### config.mk
export PLATFORM = sky130hd
export DESIGN_NAME = tt_sweep_ctrl
export DESIGN_NICKNAME = d
export VERILOG_FILES = /design/src/rtl/tt_sweep_ctrl.sv
export SDC_FILE = /design/constraint.sdc
export NUM_CORES = 1
export LEC_CHECK = 0
export CORE_MARGIN = 2
export CORE_UTILIZATION = 45
export DETAILED_ROUTE_END_ITERATION = 8
export GPL_ROUTABILITY_DRIVEN = 1
export GPL_TIMING_DRIVEN = 0
export PLACE_DENSITY_LB_ADDON = 0.1
export SLEW_MARGIN = 5
export SYNTH_ARGS = -nofsm -noshare
export SYNTH_HDL_FRONTEND = slang
export SYNTH_SLANG_ARGS = --single-unit
### constraint.sdc
create_clock -name clk -period 4 [get_ports clk]
set_input_delay 0.6 -clock clk [delete_from_list [all_inputs] [get_ports clk]]
set_output_delay 0.6 -clock clk [all_outputs]
set_load 0.05 [all_outputs]
### src/rtl/tt_sweep_ctrl.sv
`default_nettype none
//==============================================================================
// Module      : tt_sweep_ctrl
// Description : Exhaustive truth-table sweeper and equivalence checker for a
//               single-output combinational (optionally pipelined) block.
//               Drives every minterm on o_x, captures i_y into o_tt after a
//               fixed latency of LAT cycles, and compares the captured table
//               against a golden table latched at start.
// Revision    : 1.0 - initial release
//
// Optional feature macro: TT_SWEEP_POPCOUNT_EN
//   When defined, the o_onset_cnt port and its counter are present.
//
// Parameters:
//   NIN  - number of inputs of the block under test (1..8)
//   LAT  - cycles from o_x change to valid i_y (0..7)
//
// Ports:
//   clk          in   rising-edge clock
//   rst_n        in   asynchronous active-low reset
//   i_start      in   sweep request, honoured only when idle
//   i_expected   in   golden truth table, bit k = f(k), latched on start
//   o_x          out  minterm driven to the block under test (registered)
//   i_y          in   block-under-test output
//   o_busy       out  sweep in progress
//   o_done       out  one-cycle completion pulse
//   o_tt         out  captured truth table, bit k = y for minterm k
//   o_mismatch   out  captured table differs from golden
//   o_first_err  out  lowest mismatching minterm index, 0 if none
//   o_onset_cnt  out  number of minterms with y=1 (popcount build only)
//==============================================================================
module tt_sweep_ctrl #(
   parameter int NIN = 6,
   parameter int LAT = 0
) (
   input  logic                clk,
   input  logic                rst_n,
   input  logic                i_start,
   input  logic [2**NIN-1:0]   i_expected,
   output logic [NIN-1:0]      o_x,
   input  logic                i_y,
   output logic                o_busy,
   output logic                o_done,
   output logic [2**NIN-1:0]   o_tt,
   output logic                o_mismatch,
   output logic [NIN-1:0]      o_first_err
`ifdef TT_SWEEP_POPCOUNT_EN
   ,
   output logic [NIN:0]        o_onset_cnt
`endif
);

   localparam logic [2:0] c_LAT_LAST = (LAT > 0) ? 3'(LAT - 1) : 3'd0;
   localparam logic [NIN:0] c_IDX_ONE = (NIN + 1)'(1);

   typedef enum logic [1:0] {
      ST_IDLE  = 2'd0,
      ST_SWEEP = 2'd1,
      ST_DRAIN = 2'd2,
      ST_DONE  = 2'd3
   } state_t;

   state_t              r_state;
   state_t              w_state_nxt;
   logic                w_accept;
   logic                w_busy;
   logic                w_done;

   // r_idx is one wider than o_x so the "all minterms driven" condition is
   // simply its MSB, exact even at NIN=8.
   logic [NIN:0]        r_idx;
   logic [NIN-1:0]      r_x;
   logic [2:0]          r_dcnt;
   logic [2**NIN-1:0]   r_exp;
   logic [2**NIN-1:0]   r_tt;
   logic                r_mis;
   logic [NIN-1:0]      r_ferr;

   // Capture stage: minterm index whose response is on i_y this cycle.
   logic                w_vld0;
   logic [NIN-1:0]      w_idx0;
   logic                w_cap_vld;
   logic [NIN-1:0]      w_cap_idx;

   //---------------------------------------------------------------------------
   // State register
   //---------------------------------------------------------------------------
   always_ff @(posedge clk or negedge rst_n) begin
      if (!rst_n) begin
         r_state <= ST_IDLE;
      end else begin
         r_state <= w_state_nxt;
      end
   end

   //---------------------------------------------------------------------------
   // Next-state and status decode
   //---------------------------------------------------------------------------
   always_comb begin
      w_state_nxt = r_state;
      w_accept    = 1'b0;
      w_busy      = 1'b0;
      w_done      = 1'b0;
      case (r_state)
         ST_IDLE: begin
            if (i_start) begin
               w_accept    = 1'b1;
               w_state_nxt = ST_SWEEP;
            end
         end
         ST_SWEEP: begin
            w_busy = 1'b1;
            // MSB set means the last minterm is on o_x during this cycle.
            if (r_idx[NIN]) begin
               w_state_nxt = (LAT > 0) ? ST_DRAIN : ST_DONE;
            end
         end
         ST_DRAIN: begin
            w_busy = 1'b1;
            if (r_dcnt == c_LAT_LAST) begin
               w_state_nxt = ST_DONE;
            end
         end
         ST_DONE: begin
            w_done      = 1'b1;
            w_state_nxt = ST_IDLE;
         end
         default: begin
            w_state_nxt = ST_IDLE;
         end
      endcase
   end

   //---------------------------------------------------------------------------
   // Minterm generator, drain counter, capture and compare
   //---------------------------------------------------------------------------
   always_ff @(posedge clk or negedge rst_n) begin
      if (!rst_n) begin
         r_idx  <= '0;
         r_x    <= '0;
         r_dcnt <= '0;
         r_exp  <= '0;
         r_tt   <= '0;
         r_mis  <= 1'b0;
         r_ferr <= '0;
      end else begin
         r_dcnt <= (r_state == ST_DRAIN) ? (r_dcnt + 3'd1) : 3'd0;
         if (w_accept) begin
            r_exp  <= i_expected;
            r_x    <= '0;
            r_idx  <= c_IDX_ONE;
            r_tt   <= '0;
            r_mis  <= 1'b0;
            r_ferr <= '0;
         end else begin
            if ((r_state == ST_SWEEP) && !r_idx[NIN]) begin
               r_x   <= r_idx[NIN-1:0];
               r_idx <= r_idx + c_IDX_ONE;
            end
            // o_x holds the last minterm through DRAIN/DONE, then returns to 0.
            if (r_state == ST_DONE) begin
               r_x <= '0;
            end
            if (w_cap_vld) begin
               r_tt[w_cap_idx] <= i_y;
               // Indices arrive in ascending order, so the first hit is the
               // lowest mismatching minterm.
               if ((i_y != r_exp[w_cap_idx]) && !r_mis) begin
                  r_mis  <= 1'b1;
                  r_ferr <= w_cap_idx;
               end
            end
         end
      end
   end

   //---------------------------------------------------------------------------
   // Latency-matching pipeline of (valid, index) following o_x
   //---------------------------------------------------------------------------
   assign w_vld0 = (r_state == ST_SWEEP);
   assign w_idx0 = r_x;

   generate
      if (LAT == 0) begin : g_lat_zero
         assign w_cap_vld = w_vld0;
         assign w_cap_idx = w_idx0;
      end else begin : g_lat_pipe
         logic [LAT-1:0] r_pv;
         logic [NIN-1:0] r_pi [LAT];

         always_ff @(posedge clk or negedge rst_n) begin
            if (!rst_n) begin
               r_pv <= '0;
               for (int i = 0; i < LAT; i++) begin
                  r_pi[i] <= '0;
               end
            end else begin
               r_pv[0] <= w_vld0;
               r_pi[0] <= w_idx0;
               for (int i = 1; i < LAT; i++) begin
                  r_pv[i] <= r_pv[i-1];
                  r_pi[i] <= r_pi[i-1];
               end
            end
         end

         assign w_cap_vld = r_pv[LAT-1];
         assign w_cap_idx = r_pi[LAT-1];
      end
   endgenerate

   //---------------------------------------------------------------------------
   // Optional onset (y=1) counter
   //---------------------------------------------------------------------------
`ifdef TT_SWEEP_POPCOUNT_EN
   logic [NIN:0] r_onset;

   always_ff @(posedge clk or negedge rst_n) begin
      if (!rst_n) begin
         r_onset <= '0;
      end else if (w_accept) begin
         r_onset <= '0;
      end else if (w_cap_vld && i_y) begin
         r_onset <= r_onset + c_IDX_ONE;
      end
   end

   assign o_onset_cnt = r_onset;
`else
   // Popcount build disabled: no onset counter.
`endif

   assign o_x         = r_x;
   assign o_busy      = w_busy;
   assign o_done      = w_done;
   assign o_tt        = r_tt;
   assign o_mismatch  = r_mis;
   assign o_first_err = r_ferr;

endmodule
`default_nettype wire

==> results_dict.tcl, run 1 <==
set metrics [dict create \
    crit_end "o_first_err[5]" \
    cts.sinks 153 \
    synth_ff_type "dfrtp_1" \
    fin_crit_ps 3140 \
    cts_resized 0 \
    nets 1033 \
    synth_nets 867 \
    synth_edf_count 0 \
    synth_fa_ha_area_share_pct 1.41 \
    die_x_um 130 \
    rr_startpoint "o_x[0]" \
    powerDensity_nw_per_um2 762 \
    hpwlAfterDp_mm 15.3 \
    wl_mm 22.5 \
    ir_worst_vdd_mv 0.552 \
    dpl_cell_area_um2 8860 \
    cap_viol_max_count 0 \
    met3_length_mm 1.66 \
    overflow 0 \
    endpoint_kind "register" \
    path_class "reg -> reg" \
    antenna_cells 0 \
    final_cell_mix "239 x nand2_1, 153 x dfrtp_1, 145 x clkdlybuf4s50_1" \
    synth_seq_cells 153 \
    yosysUniqueCellTypes 51 \
    synth_top_area_share_pct 53.9 \
    finalSetupViolCount 0 \
    port_buffers 146 \
    syn_inst 791 \
    antenna_found_initial 0 \
    fin_crit_sh_pct 78.6 \
    finish.instance_area_um2 9520 \
    syn_area_um2 7100 \
    firstDrtPassIters 5 \
    drv_slew 0 \
    initial_core_util_pct 46.4 \
    tritoncts "built" \
    clk_pin_slew_ps 60 \
    cts_inserted_buffers 17 \
    met1_length_mm 9.89 \
    core_area_um2 15300 \
    r2r_end "o_first_err[5]" \
    yosysSeqAreaShare_pct 53.9 \
    vias 6625 \
    drc 0 \
    regToRegSetupSlack_ps 860 \
    area_delta_synth_final_pct 34.0 \
    fin_skew_ps 6.25 \
    syn_area_per_cell_um2 8.98 \
    synthSimpleGateAreaFrac_pct 23.4 \
    via_per_inst 5.61 \
    status "complete, no violations" \
    cp_data_required_time_ps 4350 \
    tightest_slew_ps 1360 \
    post_synth_main_area_contributors "dfrtp_1 54%, nand2_1 13%, a21oi_1 5.3%" \
    ys_async_sr_fraction_pct 100 \
    synth_compound_area_share_pct 13.4 \
    die_area_um2 16800 \
    setup_ws_ps 856 \
    rsz0062_at_grt "false" \
    yosysWarnings 0 \
    ios 147 \
    hold_violations 0 \
    hold_class "in -> async" \
    drt_iter0_drc 629 \
    layout_commonest_cell "nand2_1" \
    grt_max_degree 108 \
    cts.htree.levels 4 \
    top_layer "met4" \
    crit_path_start "o_x[0]" \
    synthMuxAreaShare_pct 3.52 \
    gp_congestion 0.874 \
    critPathMaxFanout 10 \
    die_h_um 130 \
    drive_above_1_share_pct 5.26 \
    root_buffer "clkbuf_16" \
    slew_headroom_pct 8.85 \
    p_leak_nw 4.19 \
    nFillCells 1344 \
    grt_pass1_vias 6543 \
    synth_xor_area_share_pct 0.617 \
    critPathLaunchType "register" \
    dr_wl_met2_mm 10.4 \
    postCtsHoldBufs 0 \
    grt_pass1_wl_mm 35.2 \
    clockBufferDepth 2 \
    fin_tns_setup_ps 0 \
    power_w 0.00725 \
    drtAntennaViolNets 0 \
    dp_slack_ps 908 \
    grtUsageTotal_pct 27.8 \
    rows 45 \
    ff2ff_path_depth 8 \
    yosys.area.top_type "dfrtp_1" \
    clkLatencyLatePin_ps 430 \
    synth_top_family_by_area "simple AND/OR/NAND/NOR gates" \
    wire_per_inst_um 19.0 \
    crit_arrival_ps 3490 \
    fmax_mhz 318 \
    post_cts_buffers 0 \
]
[synthesized netlist by cell type (4+ instances only)]
master,instances
nand2_1,239
mux2i_1,10
xor2_1,4
ha_1,8
nor2_1,14
o21ai_0,67
a221oi_1,6
dfrtp_1,153
nor2b_1,10
a21oi_1,75
and2_1,4
mux4_2,4
buf_2,6
clkbuf_1,38
buf_1,6
nand2b_1,4
a22oi_1,4
nand3_1,73
nor3_1,5
inv_1,7
[worst min path at each step]
| stage | to | cells past startpoint | start |
|---|---|---|---|
| 4_1_cts | r_exp[31] | 1 | rst_n |
| 3_3_place_gp | r_exp[20] | 2 | r_exp[20] |
| 2_1_floorplan | o_first_err[0] | 0 | rst_n |
| 5_1_grt | r_exp[27] | 1 | rst_n |
| 3_5_place_dp | r_exp[20] | 2 | r_exp[20] |
| 6_report | r_exp[31] | 1 | rst_n |
[report_power, final]
group / total [W] / switching, W / leakage (nW) / internal (W)
Combinational: 0.00302 / 0.00201 / 1.86 / 0.00101
Clock: 0.00178 / 0.000627 / 0.318 / 0.00115
Sequential: 0.00246 / 0.000384 / 2.01 / 0.00208
[sequential cells by signal, summed over array words and instances (netlist names)]
| name | flops |
|---|---|
| r_state | 2 |
| o_first_err | 6 |
| r_idx | 7 |
| o_x | 6 |
| r_exp | 64 |
| o_mismatch | 1 |
| o_tt | 64 |
| r_dcnt | 3 |
[stage by stage]
stage / hold WS (ps) / utilization, % / std cells
5_1_grt: 89.5 / 62.1 / 1181
2_1_floorplan: 304 / - / 791
3_3_place_gp: 451 / 57.6 / 1148
3_5_place_dp: 455 / 57.8 / 1149
6_report: 55.0 / 62.1 / 1181
4_1_cts: 71.1 / 62.1 / 1181
[cell families after synthesis]
kind of cell    Yosys count
simple gates            375
compound gates          171
flops                   153
buf+inv                  61
mux                      18
fa+ha+maj                 8
xor+xnor                  5
[worst max-delay path, cell delays in order (launching register included)]
cell      delay [ps]
dfrtp_1          600
buf_6            230
mux4_2           520
mux2i_1          210
o32a_1           190
o221ai_1         180
o31a_1           340
nor4b_4          520
mux2i_1          260
[routing by layer]
metal  GRT usage (%)  vias up
met2            43.5      292
met1            38.3     3242
met5               0        -
met4            10.4        0
met3            6.19       39
li1                -     3052
[cell type report]
cell class,count,area (µm²),share of cell area (%)
Inverter,7,26.3,0.276
Multi-Input combinational cell,577,3010,31.7
Sequential cell,153,3830,40.2
Buffer,54,236,2.49
Clock buffer,27,523,5.50
Timing Repair Buffer,147,1490,15.7
Clock inverter,5,129,1.35
Tap cell,211,264,2.77
Note: power is estimated with default switching activity, not from simulation.
==> inputs of run 2 (changes only) <==
==> constraint.sdc (replaced) <==
create_clock -name clk -period 2.96 [get_ports clk]
set_input_delay 0.444 -clock clk [delete_from_list [all_inputs] [get_ports clk]]
set_output_delay 0.444 -clock clk [all_outputs]
set_load 0.05 [all_outputs]
==> run 2 against run 1 <==
Against the previous run: count of clock-buffer cells in the layout is the same; worst hold slack gained 410 ps; clock skew grew 0.80 ps; critical path type unchanged; largest cell class unchanged.
==> results_dict.tcl, run 2 (same netlist as run 1, synthesis figures left out) <==
set metrics [dict create \
    drive_above_1_share_pct 6.93 \
    drc 0 \
    drt_iter0_drc 666 \
    cts_inserted_buffers 17 \
    wire_per_inst_um 18.8 \
    wl_mm 22.5 \
    fin_tns_setup_ps 0 \
    p_leak_nw 4.25 \
    cp_common_cell "buf_2" \
    rows 45 \
    tritoncts "built" \
    critPathMaxFanout 10 \
    final_cell_mix "239 x nand2_1, 151 x dfrtp_1, 145 x clkdlybuf4s50_1" \
    comb_power_share_pct 42.4 \
    fmax_mhz 354 \
    via_per_inst 5.55 \
    core_area_um2 15300 \
    endpoint_kind "register" \
    cap_viol_max_count 0 \
    critPathLaunchType "register" \
    overflow 0 \
    nFillCells 1331 \
    cp_cell_sequence "buf_2 > buf_2 > a211oi_1 > a2111oi_0 > o2111ai_1 > o31a_1 > nor4b_4 > buf_6 > mux2i_1" \
    powerDensity_nw_per_um2 1030 \
    ios 147 \
    area_delta_synth_final_pct 35.8 \
    cp_slowest_cell "dfrtp_1" \
    firstDrtPassIters 7 \
    p_seq_share_pct 33.4 \
    fin_crit_ps 2820 \
    switching_share_pct 41.4 \
    power.switching_w 0.00411 \
    clkLatencyLatePin_ps 430 \
    nets 1044 \
    status "complete, no violations" \
    crit_arrival_ps 3160 \
    clk_pin_slew_ps 60 \
    gp_congestion 0.874 \
    grt_pass1_vias 6554 \
    internal_power_w 0.00580 \
    cts.sinks 153 \
    regArea_um2 3830 \
    clockBufferDepth 2 \
    antenna_cells 0 \
    grt_pass1_wl_mm 35.3 \
    grtUsageTotal_pct 27.9 \
    vias 6614 \
    antenna_found_initial 0 \
    layout_commonest_cell "nand2_1" \
    hold_class "reg -> reg" \
    hpwlAfterDp_mm 15.3 \
    die_h_um 130 \
    fin_skew_ps 7.05 \
    drv_slew 0 \
    path_class "reg -> reg" \
    grt_max_degree 108 \
    post-route-util_pct 62.9 \
    ir_worst_vdd_mv 0.746 \
    initial_core_util_pct 46.4 \
    root_buffer "clkbuf_16" \
    tightest_slew_ps 1350 \
    port_buffers 146 \
    slew_headroom_pct 9.45 \
    hold_violations 0 \
    fin_crit_sh_pct 95.4 \
    multi_input_area_um2 3030 \
    cp_data_required_time_ps 3300 \
    pwr-share-clk_pct 24.3 \
    die_area_um2 16800 \
    cts.htree.levels 4 \
    drtAntennaViolNets 0 \
    die_x_um 130 \
    finalSetupViolCount 0 \
    slowest_delay_ps 390 \
]
## run 2: cell types whose count changed in the layout (fill, tap and decap cells not counted), sizes merged
| cell | change |
|---|---|
| dlygate4sd3 | +1 |
| inv | -1 |
| buf | +10 |
| clkinvlp | +1 |
## run 2: routing by layer
layer  track usage, %  part of all wire (%)  vias to the layer above
met5                0                     0                        -
met4             10.3                   2.1                        0
met3             5.99                   8.2                       40
met2             43.7                    46                      306
met1             38.4                    43                     3208
li1                 -                     -                     3060
## run 2: through the flow
step	hold slack [ps]	total power (W)	instance area [µm²]	worst slack, ps	instances
global placement	451	0.00730	8830	-4870	1148
global route	480	0.0104	9640	-18.1	1192
finish	466	0.00991	9640	137	1192
CTS	469	0.00979	9530	44.9	1183
detailed placement	365	0.00737	8860	-132	1149
floorplan	148	0.00590	7100	137	791
## run 2: final cells by class
| type | instances | area share [%] |
|---|---|---|
| flip-flops and latches | 153 | 39.7 |
| well taps | 211 | 2.74 |
| inverters | 7 | 0.312 |
| clock inverters | 5 | 1.34 |
| multi-input cells | 577 | 31.4 |
| clock buffers | 27 | 5.43 |
| plain buffers | 54 | 2.47 |
| repair buffers | 158 | 16.5 |
## run 2: power by group through the flow
stage / registers [W] / clock network (W) / logic, W
floorplan: 0.00405 / 0 / 0.00185
global placement: 0.00333 / 0 / 0.00397
detailed placement: 0.00334 / 0 / 0.00403
CTS: 0.00331 / 0.00241 / 0.00406
global route: 0.00338 / 0.00249 / 0.00454
finish: 0.00331 / 0.00240 / 0.00420
## run 2: timing repair
item / CTS / global route
setup buffers: 1 / 9
gates resized for setup: 2 / 8
hold endpoints to repair: 46 / 0
pin swaps: 1 / 2
hold buffers: 1 / 0
setup endpoints to repair: 14 / 6
## run 2: worst max-delay path: cells and delay by family (launching register included)
kind | cells | cell delay [ps]
muxes | 1 | 200
buffers and inverters | 3 | 800
and+or+nand+nor | 1 | 300
DFF | 1 | 390
AOI/OAI and AO/OA | 4 | 1060
## run 2: path summary, 6_finish.rpt
check	cells past startpoint	startpoint	to	slack, ps
setup / recovery	9	o_x[1]	o_first_err[5]	140
min in group asynchronous	2	rst_n	r_exp[31]	500
max in group asynchronous	3	rst_n	o_x[0]	1560
hold / removal	2	r_exp[25]	r_exp[25]	470
hold reg to reg	2	r_exp[25]	r_exp[25]	470
setup reg to reg	9	o_x[1]	o_first_err[5]	140
==> inputs of run 3 (changes only) <==
--- a/config.mk
+++ b/config.mk
@@ -10,7 +10,7 @@
 export DETAILED_ROUTE_END_ITERATION = 8
 export GPL_ROUTABILITY_DRIVEN = 1
 export GPL_TIMING_DRIVEN = 0
-export PLACE_DENSITY_LB_ADDON = 0.1
+export PLACE_DENSITY = 0.72
 export SLEW_MARGIN = 5
 export SYNTH_ARGS = -nofsm -noshare
 export SYNTH_HDL_FRONTEND = slang
==> run 3 against run 2 <==
Against the previous run: the run now ends with hold timing left; count of clock-buffer cells in the layout shrank 6; power shrank 3.2%; sequential power about the same; flip-flop and latch count stayed put; register-to-register slack improved by 20 ps; critical path type unchanged; largest cell class unchanged.
==> results_dict.tcl, run 3 (same netlist as run 1, synthesis figures left out) <==
set metrics [dict create \
    status "finished with violations" \
    violations "hold timing" \
    crit_arrival_ps 3140 \
    clockBufferDepth 2 \
    initial_core_util_pct 46.4 \
    hpwlAfterDp_mm 14.9 \
    fin_crit_sh_pct 94.7 \
    grt_pass1_wl_mm 33.2 \
    ir_worst_vdd_mv 0.530 \
    stdcell_count 1185 \
    fin_hold_ws_ps -25.0 \
    area_delta_synth_final_pct 34.0 \
    cts.sinks 153 \
    root_buffer "clkbuf_16" \
    die_x_um 130 \
    p_seq_share_pct 34.2 \
    fin_crit_ps 2800 \
    clkLatencyLatePin_ps 430 \
    power.switching_w 0.00401 \
    tritoncts "built" \
    critPathLaunchType "register" \
    drt_iter0_drc 618 \
    via_per_inst 5.56 \
    grtUsageTotal_pct 26.0 \
    fmax_mhz 357 \
    firstDrtPassIters 6 \
    drtAntennaViolNets 0 \
    wl_mm 21.1 \
    post-route-util_pct 62.1 \
    slowest_delay_ps 520 \
    grt_pass1_vias 6244 \
    hold_class "in -> async" \
    cap_viol_max_count 0 \
    port_buffers 146 \
    dr_wl_met2_mm 9.76 \
    powerDensity_nw_per_um2 1010 \
    cp_cell_sequence "buf_6 > buf_4 > mux4_2 > mux2i_1 > o221ai_1 > o31a_1 > nor4b_4 > buf_4 > mux2i_1" \
    antenna_cells 0 \
    regToRegSetupSlack_ps 160 \
    met1_length_mm 9.35 \
    fin_skew_ps 8.86 \
    crit_buf_inv 3 \
    critPathMaxFanout 10 \
    cts.htree.levels 4 \
    rr_startpoint "o_x[2]" \
    overflow 0 \
    drive_above_1_share_pct 6.06 \
    finalSetupViolCount 0 \
    core_area_um2 15300 \
    ios 147 \
    layout_commonest_cell "nand2_1" \
    clk_pin_slew_ps 60 \
    hold_violations 7 \
    top_layer "met4" \
    slew_headroom_pct 14.3 \
    pwr-share-clk_pct 23.4 \
    drc 0 \
    final_cell_mix "239 x nand2_1, 152 x dfrtp_1, 145 x clkdlybuf4s50_1" \
    comb_power_share_pct 42.4 \
    drv_slew 0 \
    wire_per_inst_um 17.8 \
    internal_power_w 0.00558 \
    cp_data_required_time_ps 3300 \
    rsz0062_at_grt "false" \
    grt_max_degree 80 \
    critPathTopFamily "multiplexers" \
    crit_path_start "o_x[2]" \
    fin_tns_setup_ps 0 \
    switching_share_pct 41.8 \
    cts_inserted_buffers 17 \
    cp_slowest_cell "dfrtp_1" \
    dp.cells 1149 \
    tightest_slew_ps 1280 \
    met3_length_mm 1.71 \
    die_h_um 130 \
    gp_congestion 0.867 \
    p_leak_nw 4.18 \
    die_area_um2 16800 \
    antenna_found_initial 0 \
    nets 1037 \
    rows 45 \
    vias 6591 \
    path_class "reg -> reg" \
    endpoint_kind "register" \
]
[run 3: what timing repair did]
action,4_1_cts,5_1_grt
setup endpoints to repair,6,6
resized for setup,1,3
pin swaps,1,1
buffers inserted,1,3
hold buffers,0,0
[run 3: path summary, 6_finish.rpt]
kind                                   to  cells after the start
min                             r_exp[29]                      1
max in group asynchronous       r_dcnt[0]                      2
min in group clk                r_dcnt[0]                      1
max reg2reg                o_first_err[5]                      9
min reg2reg                     r_dcnt[0]                      1
max                        o_first_err[5]                      9
[run 3: layer usage]
layer  vias up  track usage (%)
met2       331             40.5
li1       3051                -
met4         0             7.40
met3        27             5.12
met1      3182             37.3
met5         -                0
[run 3: worst register-to-register path, cell delays in order, from the launching register on]
cell and delay [ps]:
dfrtp_1 520, buf_6 210, buf_4 220, mux4_2 310, mux2i_1 240, o221ai_1 210
o31a_1 330, nor4b_4 280, buf_4 210, mux2i_1 200
[run 3: area by class of cell]
type | count | area (µm²)
timing repair buffer | 151 | 1520
inverter | 7 | 26.3
clock buffer | 21 | 470
clock inverter | 11 | 145
tap | 211 | 264
sequential | 153 | 3830
fill | 1336 | 5800
buffer | 54 | 239
multi-input combinational | 577 | 3020
[run 3: metrics by stage]
step | instance area, µm² | setup slack [ps] | total power (W)
floorplan | 7100 | 137 | 0.00590
global placement | 8830 | -4740 | 0.00725
detailed placement | 8860 | -52.9 | 0.00732
CTS | 9480 | 106 | 0.00957
global route | 9510 | 15.6 | 0.0101
finish | 9510 | 158 | 0.00960
[run 3: power by group through the flow]
| stage | clock (W) | sequential, W | combinational, W |
|---|---|---|---|
| after global routing | 0.00235 | 0.00337 | 0.00439 |
| after CTS | 0.00226 | 0.00328 | 0.00403 |
| after global placement | 0 | 0.00330 | 0.00395 |
| after floorplan | 0 | 0.00405 | 0.00185 |
| after detailed placement | 0 | 0.00331 | 0.00401 |
| final | 0.00224 | 0.00329 | 0.00407 |
